<file path="config.mk">
export PLATFORM = sky130hd
export DESIGN_NAME = instr_fetch_queue
export DESIGN_NICKNAME = d
export VERILOG_FILES = /design/src/rtl/mips_fetch_pkg.sv /design/src/rtl/fetch_fifo.sv /design/src/rtl/instr_fetch_queue.sv
export SDC_FILE = /design/constraint.sdc
export NUM_CORES = 1
export LEC_CHECK = 0
export CAP_MARGIN = 20
export CELL_PAD_IN_SITES_DETAIL_PLACEMENT = 1
export CELL_PAD_IN_SITES_GLOBAL_PLACEMENT = 1
export CORE_ASPECT_RATIO = 0.5
export CORE_MARGIN = 3
export CORE_UTILIZATION = 39
export CTS_BUF_LIST = sky130_fd_sc_hd__clkbuf_8
export DETAILED_ROUTE_END_ITERATION = 7
export GPL_TIMING_DRIVEN = 0
export PLACE_DENSITY_LB_ADDON = 0.1
export SLEW_MARGIN = 5
export SYNTH_ARGS = -nofsm -noshare
export SYNTH_HDL_FRONTEND = slang
export SYNTH_SLANG_ARGS = --single-unit
</file>
<file path="constraint.sdc">
create_clock -name clk -period 9.1 [get_ports clk]
set_input_delay 1.82 -clock clk [delete_from_list [all_inputs] [get_ports clk]]
set_output_delay 1.82 -clock clk [all_outputs]
set_load 0.005 [all_outputs]
</file>
<file path="src/rtl/mips_fetch_pkg.sv">
// Shared types and constants for the instruction fetch stage.
// Contents:
//   WORD_W            datapath / address width
//   PC_INC            byte stride between consecutive instruction words
//   RESET_PC_DEFAULT  default fetch PC after reset
//   fetch_entry_t     one buffered instruction: word, its PC and PC+4
//   align_word()      clears the byte-offset bits of an address
package mips_fetch_pkg;

  localparam int WORD_W = 32;
  localparam logic [WORD_W-1:0] PC_INC = 32'd4;
  localparam logic [WORD_W-1:0] RESET_PC_DEFAULT = 32'h0000_0000;

  typedef struct packed {
    logic [WORD_W-1:0] word;
    logic [WORD_W-1:0] pc;
    logic [WORD_W-1:0] pc4;
  } fetch_entry_t;

  function automatic logic [WORD_W-1:0] align_word(input logic [WORD_W-1:0] addr);
    return {addr[WORD_W-1:2], 2'b00};
  endfunction

endpackage

</file>
<file path="src/rtl/fetch_fifo.sv">
// Synchronous in-order FIFO holding fetched instruction entries.
// Ports:
//   clk, rst          clock and synchronous active-high reset
//   push, push_data   write one entry (ignored when full unless popping too)
//   pop               remove the head entry (ignored when empty)
//   flush             empty the FIFO next cycle; overrides push and pop
//   head              current head entry (register read, stable until popped)
//   count             number of entries held
//   full, empty       occupancy flags
module fetch_fifo
  import mips_fetch_pkg::*;
#(
  parameter int DEPTH = 4,
  localparam int PTR_W = $clog2(DEPTH),
  localparam int CNT_W = PTR_W + 1
) (
  input  logic             clk,
  input  logic             rst,
  input  logic             push,
  input  fetch_entry_t     push_data,
  input  logic             pop,
  input  logic             flush,
  output fetch_entry_t     head,
  output logic [CNT_W-1:0] count,
  output logic             full,
  output logic             empty
);

  fetch_entry_t     mem [DEPTH];
  logic [PTR_W-1:0] wr_ptr;
  logic [PTR_W-1:0] rd_ptr;
  logic             do_pop;
  logic             do_push;

  assign empty = (count == '0);
  assign full  = (count == CNT_W'(DEPTH));

  // A push into a full FIFO is legal only when the head leaves in the same cycle.
  assign do_pop  = pop & !empty & !flush;
  assign do_push = push & !flush & (!full | do_pop);

  assign head = mem[rd_ptr];

  // Pointers wrap naturally because DEPTH is a power of two.
  always_ff @(posedge clk) begin
    if (rst || flush) begin
      wr_ptr <= '0;
      rd_ptr <= '0;
      count  <= '0;
    end else begin
      if (do_push) wr_ptr <= wr_ptr + PTR_W'(1);
      if (do_pop)  rd_ptr <= rd_ptr + PTR_W'(1);
      unique case ({do_push, do_pop})
        2'b10:   count <= count + CNT_W'(1);
        2'b01:   count <= count - CNT_W'(1);
        default: count <= count;
      endcase
    end
  end

  // Storage has no reset; occupancy alone decides what is meaningful.
  always_ff @(posedge clk) begin
    if (do_push) mem[wr_ptr] <= push_data;
  end

endmodule

</file>
<file path="src/rtl/instr_fetch_queue.sv">
// Instruction fetch stage: owns the fetch PC, issues word reads to
// instruction memory and buffers returned words (with PC and PC+4) for the core.
// Ports:
//   clk, rst                      clock and synchronous active-high reset
//   imem_req, imem_addr           read request and its word address
//   imem_gnt                      memory accepts the request this cycle
//   imem_rvalid, imem_rdata       in-order read responses
//   redirect_valid, redirect_pc   core redirect (branch / jump / jr)
//   inst_valid, inst_ready        head handshake towards the core
//   inst_word, inst_pc, inst_pc4  head entry contents (zero when not valid)
//   misalign_err                  one-cycle pulse after a misaligned redirect
module instr_fetch_queue
  import mips_fetch_pkg::*;
#(
  parameter int                DEPTH     = 4,
  parameter int                MAX_OUTST = 2,
  parameter logic [WORD_W-1:0] RESET_PC  = RESET_PC_DEFAULT
) (
  input  logic              clk,
  input  logic              rst,
  output logic              imem_req,
  output logic [WORD_W-1:0] imem_addr,
  input  logic              imem_gnt,
  input  logic              imem_rvalid,
  input  logic [WORD_W-1:0] imem_rdata,
  input  logic              redirect_valid,
  input  logic [WORD_W-1:0] redirect_pc,
  output logic              inst_valid,
  input  logic              inst_ready,
  output logic [WORD_W-1:0] inst_word,
  output logic [WORD_W-1:0] inst_pc,
  output logic [WORD_W-1:0] inst_pc4,
  output logic              misalign_err
);

  localparam int CNT_W = $clog2(DEPTH) + 1;
  localparam int SUM_W = CNT_W + 1;

  logic [WORD_W-1:0] fetch_pc;
  logic [CNT_W-1:0]  outstanding;
  logic [CNT_W-1:0]  drop_cnt;
  logic [CNT_W-1:0]  fifo_count;
  logic              fifo_full;
  logic              fifo_empty;
  fetch_entry_t      fifo_head;
  fetch_entry_t      push_entry;
  logic [WORD_W-1:0] pc_tag;
  logic              accept;
  logic              push_en;
  logic              pop_en;

  // Credit rule: buffered plus in-flight words never exceed the queue depth,
  // so every response always has a slot waiting for it.
  assign imem_req = !rst && !redirect_valid && !fifo_full
                    && (outstanding < CNT_W'(MAX_OUTST))
                    && (({1'b0, fifo_count} + {1'b0, outstanding}) < SUM_W'(DEPTH));
  assign imem_addr = fetch_pc;
  assign accept    = imem_req & imem_gnt;

  // Responses arrive in request order, so the returning word belongs to the
  // oldest in-flight request. Only used when no dropped responses remain, in
  // which case every in-flight request was issued from the current fetch_pc run.
  assign pc_tag = fetch_pc - WORD_W'({outstanding, 2'b00});

  assign push_entry.word = imem_rdata;
  assign push_entry.pc   = pc_tag;
  assign push_entry.pc4  = pc_tag + PC_INC;

  assign push_en = imem_rvalid && (drop_cnt == '0) && !redirect_valid;
  assign pop_en  = inst_valid && inst_ready && !redirect_valid;

  fetch_fifo #(
    .DEPTH(DEPTH)
  ) u_fifo (
    .clk       (clk),
    .rst       (rst),
    .push      (push_en),
    .push_data (push_entry),
    .pop       (pop_en),
    .flush     (redirect_valid),
    .head      (fifo_head),
    .count     (fifo_count),
    .full      (fifo_full),
    .empty     (fifo_empty)
  );

  assign inst_valid = !fifo_empty;
  assign inst_word  = inst_valid ? fifo_head.word : '0;
  assign inst_pc    = inst_valid ? fifo_head.pc   : '0;
  assign inst_pc4   = inst_valid ? fifo_head.pc4  : '0;

  // Fetch PC, in-flight accounting and redirect handling. A redirect turns
  // every request still in flight into one that must be discarded on return.
  always_ff @(posedge clk) begin
    if (rst) begin
      fetch_pc     <= RESET_PC;
      outstanding  <= '0;
      drop_cnt     <= '0;
      misalign_err <= 1'b0;
    end else begin
      outstanding  <= outstanding + CNT_W'(accept) - CNT_W'(imem_rvalid);
      misalign_err <= redirect_valid && (redirect_pc[1:0] != 2'b00);
      if (redirect_valid) begin
        fetch_pc <= align_word(redirect_pc);
        drop_cnt <= outstanding - CNT_W'(imem_rvalid);
      end else begin
        if (accept) fetch_pc <= fetch_pc + PC_INC;
        if (imem_rvalid && (drop_cnt != '0)) drop_cnt <= drop_cnt - CNT_W'(1);
      end
    end
  end

endmodule

</file>
# Yosys cells after proc, flatten, opt, wreduce, memory -nomap -nowiden
# Memory sizes are Yosys's and may differ from the RTL's. A register that Yosys moved wholly into a read port is not among the register bits.
# Cells that the tools add are included.
# classes
n_addsub,12
order_cmp,2
eq_ne,3
muxes,12
bitwise,6
reduce_logical,23
# ops
cell,n
two-way mux 32 bit,5
adder 32 x 3 -> 32 bit (second input constant),2
subtractor 32 x 5 -> 32 bit,1
logical AND 1 bit,10
nonzero test 2 bit,4
zero test 3 bit,2
two-way mux 3 bit,2
case mux 3 bit (2 select lines),1
subtractor 3 x 1 -> 3 bit,2
subtractor 3 x 1 -> 3 bit (second input constant),2
AND 1 bit,5
adder 2 x 1 -> 2 bit (second input constant),2
adder 3 x 3 -> 4 bit,1
zero test 1 bit,4
less-than comparator 4 x 3 -> 1 bit (second input constant),1
two-way mux 2 bit,2
adder 3 x 1 -> 3 bit,1
adder 3 x 1 -> 3 bit (second input constant),1
equality test 3 bit (second input constant),1
less-than comparator 3 x 2 -> 1 bit (second input constant),1
nonzero test 3 bit,1
equality test 2 x 1 -> 1 bit (second input constant),1
equality test 2 bit (second input constant),1
two-way mux 1 bit,2
other kinds (3),3
# totals
regBits,46
ramBits,384
in_bits,70
out_inout_bits,131
word_cells,67
memories,1
# mem_list
name,words,width,read_ports,rd_ports_with_merged_regs,write_ports,line_no,source
u_fifo.mem,4,96,1,1,1,fetch_fifo.sv:29,fetch_entry_t mem [DEPTH];

# Logic depth before layout (Yosys ltp)
# Gate-level depths: netlist of run 1.
# depth
word_depth,10
ltp_mapped,15
ltp_nobuf,13

# Hierarchy
# From an unflattened synthesis of run 1, not the netlist that was laid out.
# unflattened
hier_cells,1195
hier_area_um2,18906.9
# modules_own_cells
mod,instances,cells_per_inst,area_each_um2,seq_area_each_um2
fetch_fifo,1,562,14358.8,11711.2
instr_fetch_queue,1,633,4548.1,740.7

# Worst setup path after synthesis of run 1
# OpenSTA, ideal clock, no wires.
# synth_timing
kind,input port to flip-flop
from,input redirect_valid
to,memory u_fifo.mem[0][10] (netlist name) (enable)
setup_ns,0.461
t_arrival_ns,4.958
t_required_ns,8.639
slack_ns,3.681
path_stages,3
path_buffers,1
cell_sequence,clkbuf_1 nor4b_1 and2_1
# synth_via
elab_chain_len,8
elab_cells_between_ends,10
classes_between,mux: 2; bitwise: 5; reduce/logical: 3
# synth_lines
item,line_no,source
from (decl),instr_fetch_queue.sv:26,"input logic redirect_valid,"
zero test 1 bit *,n/a,
logical AND 1 bit,instr_fetch_queue.sv:70,assign pop_en = inst_valid && inst_ready && !redirect_valid;
AND 1 bit (2 in a row),fetch_fifo.sv:39,assign do_pop = pop & !empty & !flush;
bitwise OR 1 bit,fetch_fifo.sv:40,assign do_push = push & !flush & (!full | do_pop);
AND 1 bit *,fetch_fifo.sv:40,
two-way mux 1 bit *,fetch_fifo.sv:63,if (do_push) mem[wr_ptr] <= push_data;
two-way mux 1 bit (not written as such) *,fetch_fifo.sv:63,
to (decl),fetch_fifo.sv:29,
# Every way passes the cells marked *; elsewhere a longest branch is shown, timed or not.

# Final worst setup path of run 1
# layout_timing
from,input rst
to,output imem_req
# layout_via
elab_chain_len,5
# layout_lines
item,line_no,source
from (decl),instr_fetch_queue.sv:20,"input logic rst,"
zero test 1 bit,instr_fetch_queue.sv:54,assign imem_req = !rst && !redirect_valid && !fifo_full
logical AND 1 bit (2 in a row),instr_fetch_queue.sv:54,
logical AND 1 bit,instr_fetch_queue.sv:55,&& (outstanding < CNT_W'(MAX_OUTST))
logical AND 1 bit,instr_fetch_queue.sv:56,"&& (({1'b0, fifo_count} + {1'b0, outstanding}) < SUM_W'(DEPTH));"
to (decl),instr_fetch_queue.sv:21,"output logic imem_req,"
# Every way passes these cells.

==> results of run 1 <==
-- synthesized netlist by cell type (all sizes together) (25+ instances only) --
cell | number | area, um2
edfxtp | 368 | 11100
and2 | 102 | 639
clkbuf | 44 | 165
dfxtp | 46 | 921
mux4 | 92 | 2070
nor2 | 66 | 248
nand2 | 53 | 211
a21oi | 35 | 175
o21ai | 25 | 125
xor2 | 25 | 219
inv | 30 | 113
xnor2 | 39 | 342
buf | 29 | 163
-- kinds of logic (layout without fill, tap and decap cells) --
logic type	count (synthesis)	after routing
AO/OA/AOI/OAI	100	100
XOR/XNOR	64	64
adder cells (fa/ha/maj)	22	22
buffers and inverters	103	411
flip-flops	414	414
multiplexers	102	102
other	1	6
AND/OR/NAND/NOR	336	336
-- tightest hold or removal path: stages (launching register included) --
cell and delay [ns]:
dfxtp_1 0.37, nand2_1 0.08, a21oi_1 0.06
-- final cells by class --
class                   instances  share of cell area, %
plain buffers                  73                   1.49
clock buffers                  60                   3.75
clock inverters                45                   1.27
inverters                      30                  0.512
multi-input cells             630                   25.5
flip-flops and latches        414                   54.4
well taps                     588                   3.34
repair buffers                203                   9.70
-- worst paths after layout --
| kind | depth (start not counted) | slack, ns | endpoint | start |
|---|---|---|---|---|
| worst max-delay path | 5 | 3.70 | imem_req | rst |
| worst min-delay path | 2 | 0.54 | imem_addr[31] | imem_addr[31] |
| worst max register to register | 10 | 4.75 | u_fifo.mem[0][29] | imem_addr[2] |
| worst min register to register | 2 | 0.54 | imem_addr[31] | imem_addr[31] |
-- flip-flops by register name (all words and copies together) (netlist names), named ones only --
signal,cells
drop_cnt,3
imem_addr,30
misalign_err,1
outstanding,3
u_fifo.count,3
u_fifo.mem,368
u_fifo.rd_ptr,2
u_fifo.wr_ptr,2
-- routing by layer --
layer	routed length [um]	part of all wire (%)	vias up
li1	-	-	4916
met1	21100	45	5621
met2	22800	49	245
met3	2140	4.6	55
met4	596	1.3	0
met5	0	0	-
-- per-stage QoR --
| stage | setup WS (ns) | hold slack, ns | util [%] | cells |
|---|---|---|---|---|
| 2_1_floorplan | 3.68 | 0.478 | - | 1147 |
| 3_3_place_gp | 1.06 | 0.504 | 46.5 | 1928 |
| 3_5_place_dp | 3.66 | 0.527 | 46.9 | 1937 |
| 4_1_cts | 3.41 | 0.537 | 49.4 | 2042 |
| 5_1_grt | 3.34 | 0.566 | 49.4 | 2043 |
| 6_report | 3.70 | 0.545 | 49.4 | 2043 |
-- report_power, final --
part           switching, W  internal, W  leakage, nW
Clock              0.000718     0.000701        0.634
Combinational      0.000361     0.000229         2.83
Sequential        0.0000317      0.00221         3.74
Total               0.00111      0.00314         7.20
==> impl_metrics.tcl, run 1 <==
set metrics [dict create \
    outcome "finished, final reports clean" \
    worstSetupEndpointType "output port" \
    root_buffer "clkbuf_8" \
    rsz0062_at_grt "no" \
    grt_pass1_vias 11500 \
    path_class "input pin to output port" \
    crit_family "buffers and inverters" \
    final_nets 1503 \
    setup_viol 0 \
    power_leakage_nw 7.20 \
    clk_pin_slew_ns 0.07 \
    muxShareOfSynthArea_pct 12.1 \
    crit_buf_inv 3 \
    cpPeakStageDelay_ns 0.51 \
    area_growth_pct 22.2 \
    worst_pin_slew_ns 0.977 \
    core_um2 44500 \
    cts_buffer_depth 3 \
    die_w_um 310 \
    final_cell_mix "368 x edfxtp_1, 193 x clkdlybuf4s50_1, 97 x and2_1, 92 x mux4_2, 66 x nor2_1" \
    ys_ff_latch 414 \
    drive_gt1_share_pct 15.3 \
    fp.dieH_um 158 \
    power_density_nw_per_um2 193 \
    antennaDiodeCount 0 \
    clock.fmax_ghz 0.185 \
    use_met3_pct 3.45 \
    cts_tree "yes" \
    ys_warn_count 0 \
    skew_ns 0.0235 \
    synth_edf_count 368 \
    cp_slowest_cell "clkdlybuf4s50_1" \
    clock_latency_ns 0.64 \
    drc_errors 0 \
    critPathArrivalTime_ns 3.58 \
    num-fill-cells 4339 \
    avgViaCountPerCell 5.30 \
    gr-total-overflow 0 \
    syn_area_um2 18000 \
    synth_ff_type "edfxtp_1" \
    max-cap-violations 0 \
    route.vias.total 10800 \
    multiInputGateArea_um2 5610 \
    synth_top_family_by_area "multiplexers" \
    io_buffers 193 \
    grt_use_total_pct 19.1 \
    start_util_pct 40.4 \
    synth-adder-area-share_pct 1.65 \
    critPathMaxFanout 9 \
    ys_types 70 \
    io_pins 201 \
    clock-sinks 414 \
    grt_max_degree 44 \
    synth_cells 1142 \
    busiest_layer "met2" \
    period_minus_slack_ns 5.40 \
    drt_iter0_drc 866 \
    hold_path.class "flop to flop" \
    seq_area_frac_synth_pct 66.5 \
    drtPass1Iterations 8 \
    setup_tns_ns 0 \
    slew_headroom_pct 34.4 \
    period_share_pct 59.3 \
    synthXorXnorAreaFrac_pct 3.11 \
    ctsHoldBuffers 0 \
    hold_viol 0 \
    slew_viol_final 0 \
    cp-start-kind "input pin" \
    layout_commonest_cell "edfxtp_1" \
    cts_buffers 59 \
    avgSynthCellArea_um2 15.8 \
    num_rows 54 \
    grt_pass1_wl_um 70200 \
    final_cell_area_um2 22000 \
    antenna_found_initial 1 \
    crit_top_cell "clkdlybuf4s50_1" \
    crit_required_ns 7.28 \
    grt_use_met1_pct 26.5 \
    met2_usage_pct 32.2 \
    synth_compound_area_share_pct 3.64 \
    crit_chain "clkdlybuf4s50_1 > or2_2 > clkbuf_1 > and4b_1 > clkdlybuf4s50_1" \
    seq_area_um2 12000 \
    cts_resized 0 \
    peakVddDrop_uv 96.0 \
    htree_levels 2 \
    avgRoutedWirePerCell_um 22.8 \
    die-area_um2 48900 \
    postCtsSetupRepairBufs 0 \
    place_area_um2 20900 \
    postRouteAntennaNets 0 \
    synthArstFlopShare_pct 0 \
    hpwl_um 32400 \
    place_congestion 0.795 \
    p_total_w 0.00425 \
    synth-simple-area-share_pct 10.5 \
    drt_wl_total_um 46700 \
]
Power figures use the tool's default switching activity.
==> run 2, diff against run 1 <==
Clock period 9.1 ns to 4.9 ns, I/O delays scaled along.
==> impl_metrics.tcl, run 2 (same netlist as run 1, synthesis figures left out) <==
set metrics [dict create \
    hold_viol 0 \
    postCtsSetupRepairBufs 0 \
    worstSetupEndpointType "output port" \
    hpwl_um 32400 \
    drt_iter0_drc 849 \
    drt_wl_total_um 46700 \
    drtPass1Iterations 7 \
    start_util_pct 40.4 \
    avgRoutedWirePerCell_um 22.9 \
    htree_levels 2 \
    clockPowerShare_pct 33.4 \
    path_class "flop to output port" \
    grt_use_total_pct 19.1 \
    r2r_start "imem_addr[2]" \
    period_share_pct 92.5 \
    num_rows 54 \
    power_leakage_nw 7.21 \
    clock_latency_ns 0.64 \
    cts_resized 0 \
    fp.dieH_um 158 \
    outcome "finished, final reports clean" \
    slew_headroom_pct 32.2 \
    crit_required_ns 3.92 \
    setup_viol 0 \
    preCtsSetupSlack_ns 0.300 \
    rsz0062_at_grt "no" \
    layout_commonest_cell "edfxtp_1" \
    worst_pin_slew_ns 1.01 \
    drc_errors 0 \
    die_w_um 310 \
    critPathArrivalTime_ns 3.55 \
    p_int_w 0.00583 \
    p_total_w 0.00790 \
    ctsHoldBuffers 0 \
    hold_path.class "flop to flop" \
    final_nets 1503 \
    drive_gt1_share_pct 15.5 \
    die-area_um2 48900 \
    root_buffer "clkbuf_8" \
    place_congestion 0.795 \
    place_area_um2 20900 \
    skew_ns 0.0226 \
    registers.top_by_ff_count "u_fifo.mem" \
    grt_pass1_wl_um 70200 \
    io_buffers 193 \
    final_cell_mix "368 x edfxtp_1, 193 x clkdlybuf4s50_1, 97 x and2_1, 92 x mux4_2, 66 x nor2_1" \
    core_um2 44500 \
    antenna_found_initial 1 \
    gr-total-overflow 0 \
    period_minus_slack_ns 4.53 \
    route.vias.total 10800 \
    cp-start-kind "flop" \
    slew_viol_final 0 \
    largest_reg_flops 368 \
    io_pins 201 \
    power.switching_w 0.00207 \
    cts_buffers 59 \
    clock.fmax_ghz 0.221 \
    dp.cells 1937 \
    power_density_nw_per_um2 359 \
    max-cap-violations 0 \
    avgViaCountPerCell 5.30 \
    worst_slack_ns 0.367 \
    area_growth_pct 22.3 \
    postRouteAntennaNets 0 \
    antennaDiodeCount 0 \
    grt_pass1_vias 11500 \
    cts_buffer_depth 3 \
    p_seq_share_pct 52.7 \
    clk_pin_slew_ns 0.07 \
    critPathMaxFanout 10 \
    p_sw_share_pct 26.2 \
    hp-start "imem_addr[31]" \
    clock-sinks 414 \
    grt_max_degree 44 \
    combPwrFrac_pct 13.9 \
    cts_tree "yes" \
    peakVddDrop_uv 179 \
    final_cell_area_um2 22000 \
    layout.cells.non_filler 2043 \
]
-- run 2: final cells by class --
class | instances | area [um2]
inverter | 30 | 113
tap | 588 | 736
fill | 4339 | 22500
clock buffer | 60 | 826
timing repair buffer | 203 | 2130
sequential | 414 | 12000
multi-input combinational | 630 | 5610
clock inverter | 45 | 279
buffer | 73 | 330
-- run 2: worst max-delay path, cell delays in order (launching register included) --
cell             delay (ns)
dfxtp_1                0.32
clkbuf_1               0.60
buf_1                  0.75
mux4_2                 0.60
and2_1                 0.18
clkdlybuf4s50_1        0.47
-- run 2: path summary, 6_finish.rpt --
check	end	cells after the start	slack (ns)
setup / recovery	inst_pc[22]	5	0.37
hold / removal	imem_addr[31]	2	0.55
setup reg to reg	u_fifo.mem[0][29]	11	0.53
hold reg to reg	imem_addr[31]	2	0.55
-- run 2: power groups by stage --
stage               sequential (W)  combinational [W]  clock [W]
global placement           0.00424            0.00104          0
detailed placement         0.00424            0.00110          0
finish                     0.00416            0.00110    0.00264
floorplan                  0.00422           0.000633          0
global route               0.00417            0.00120    0.00290
CTS                        0.00416            0.00110    0.00272
-- run 2: routing by layer --
metal | vias to the layer above | share of wire, % | GRT usage, %
met4 | 0 | 1.3 | 3.71
met1 | 5617 | 45 | 26.5
li1 | 4915 | - | -
met3 | 50 | 4.6 | 3.45
met2 | 245 | 49 | 32.2
met5 | - | 0 | 0
-- run 2: through the flow --
step	setup TNS [ns]	util [%]	hold WS [ns]
finish	0	49.4	0.546
CTS	0	49.4	0.537
floorplan	0	-	0.478
global placement	-838.03	46.5	0.504
global route	0	49.4	0.566
detailed placement	0	46.9	0.527
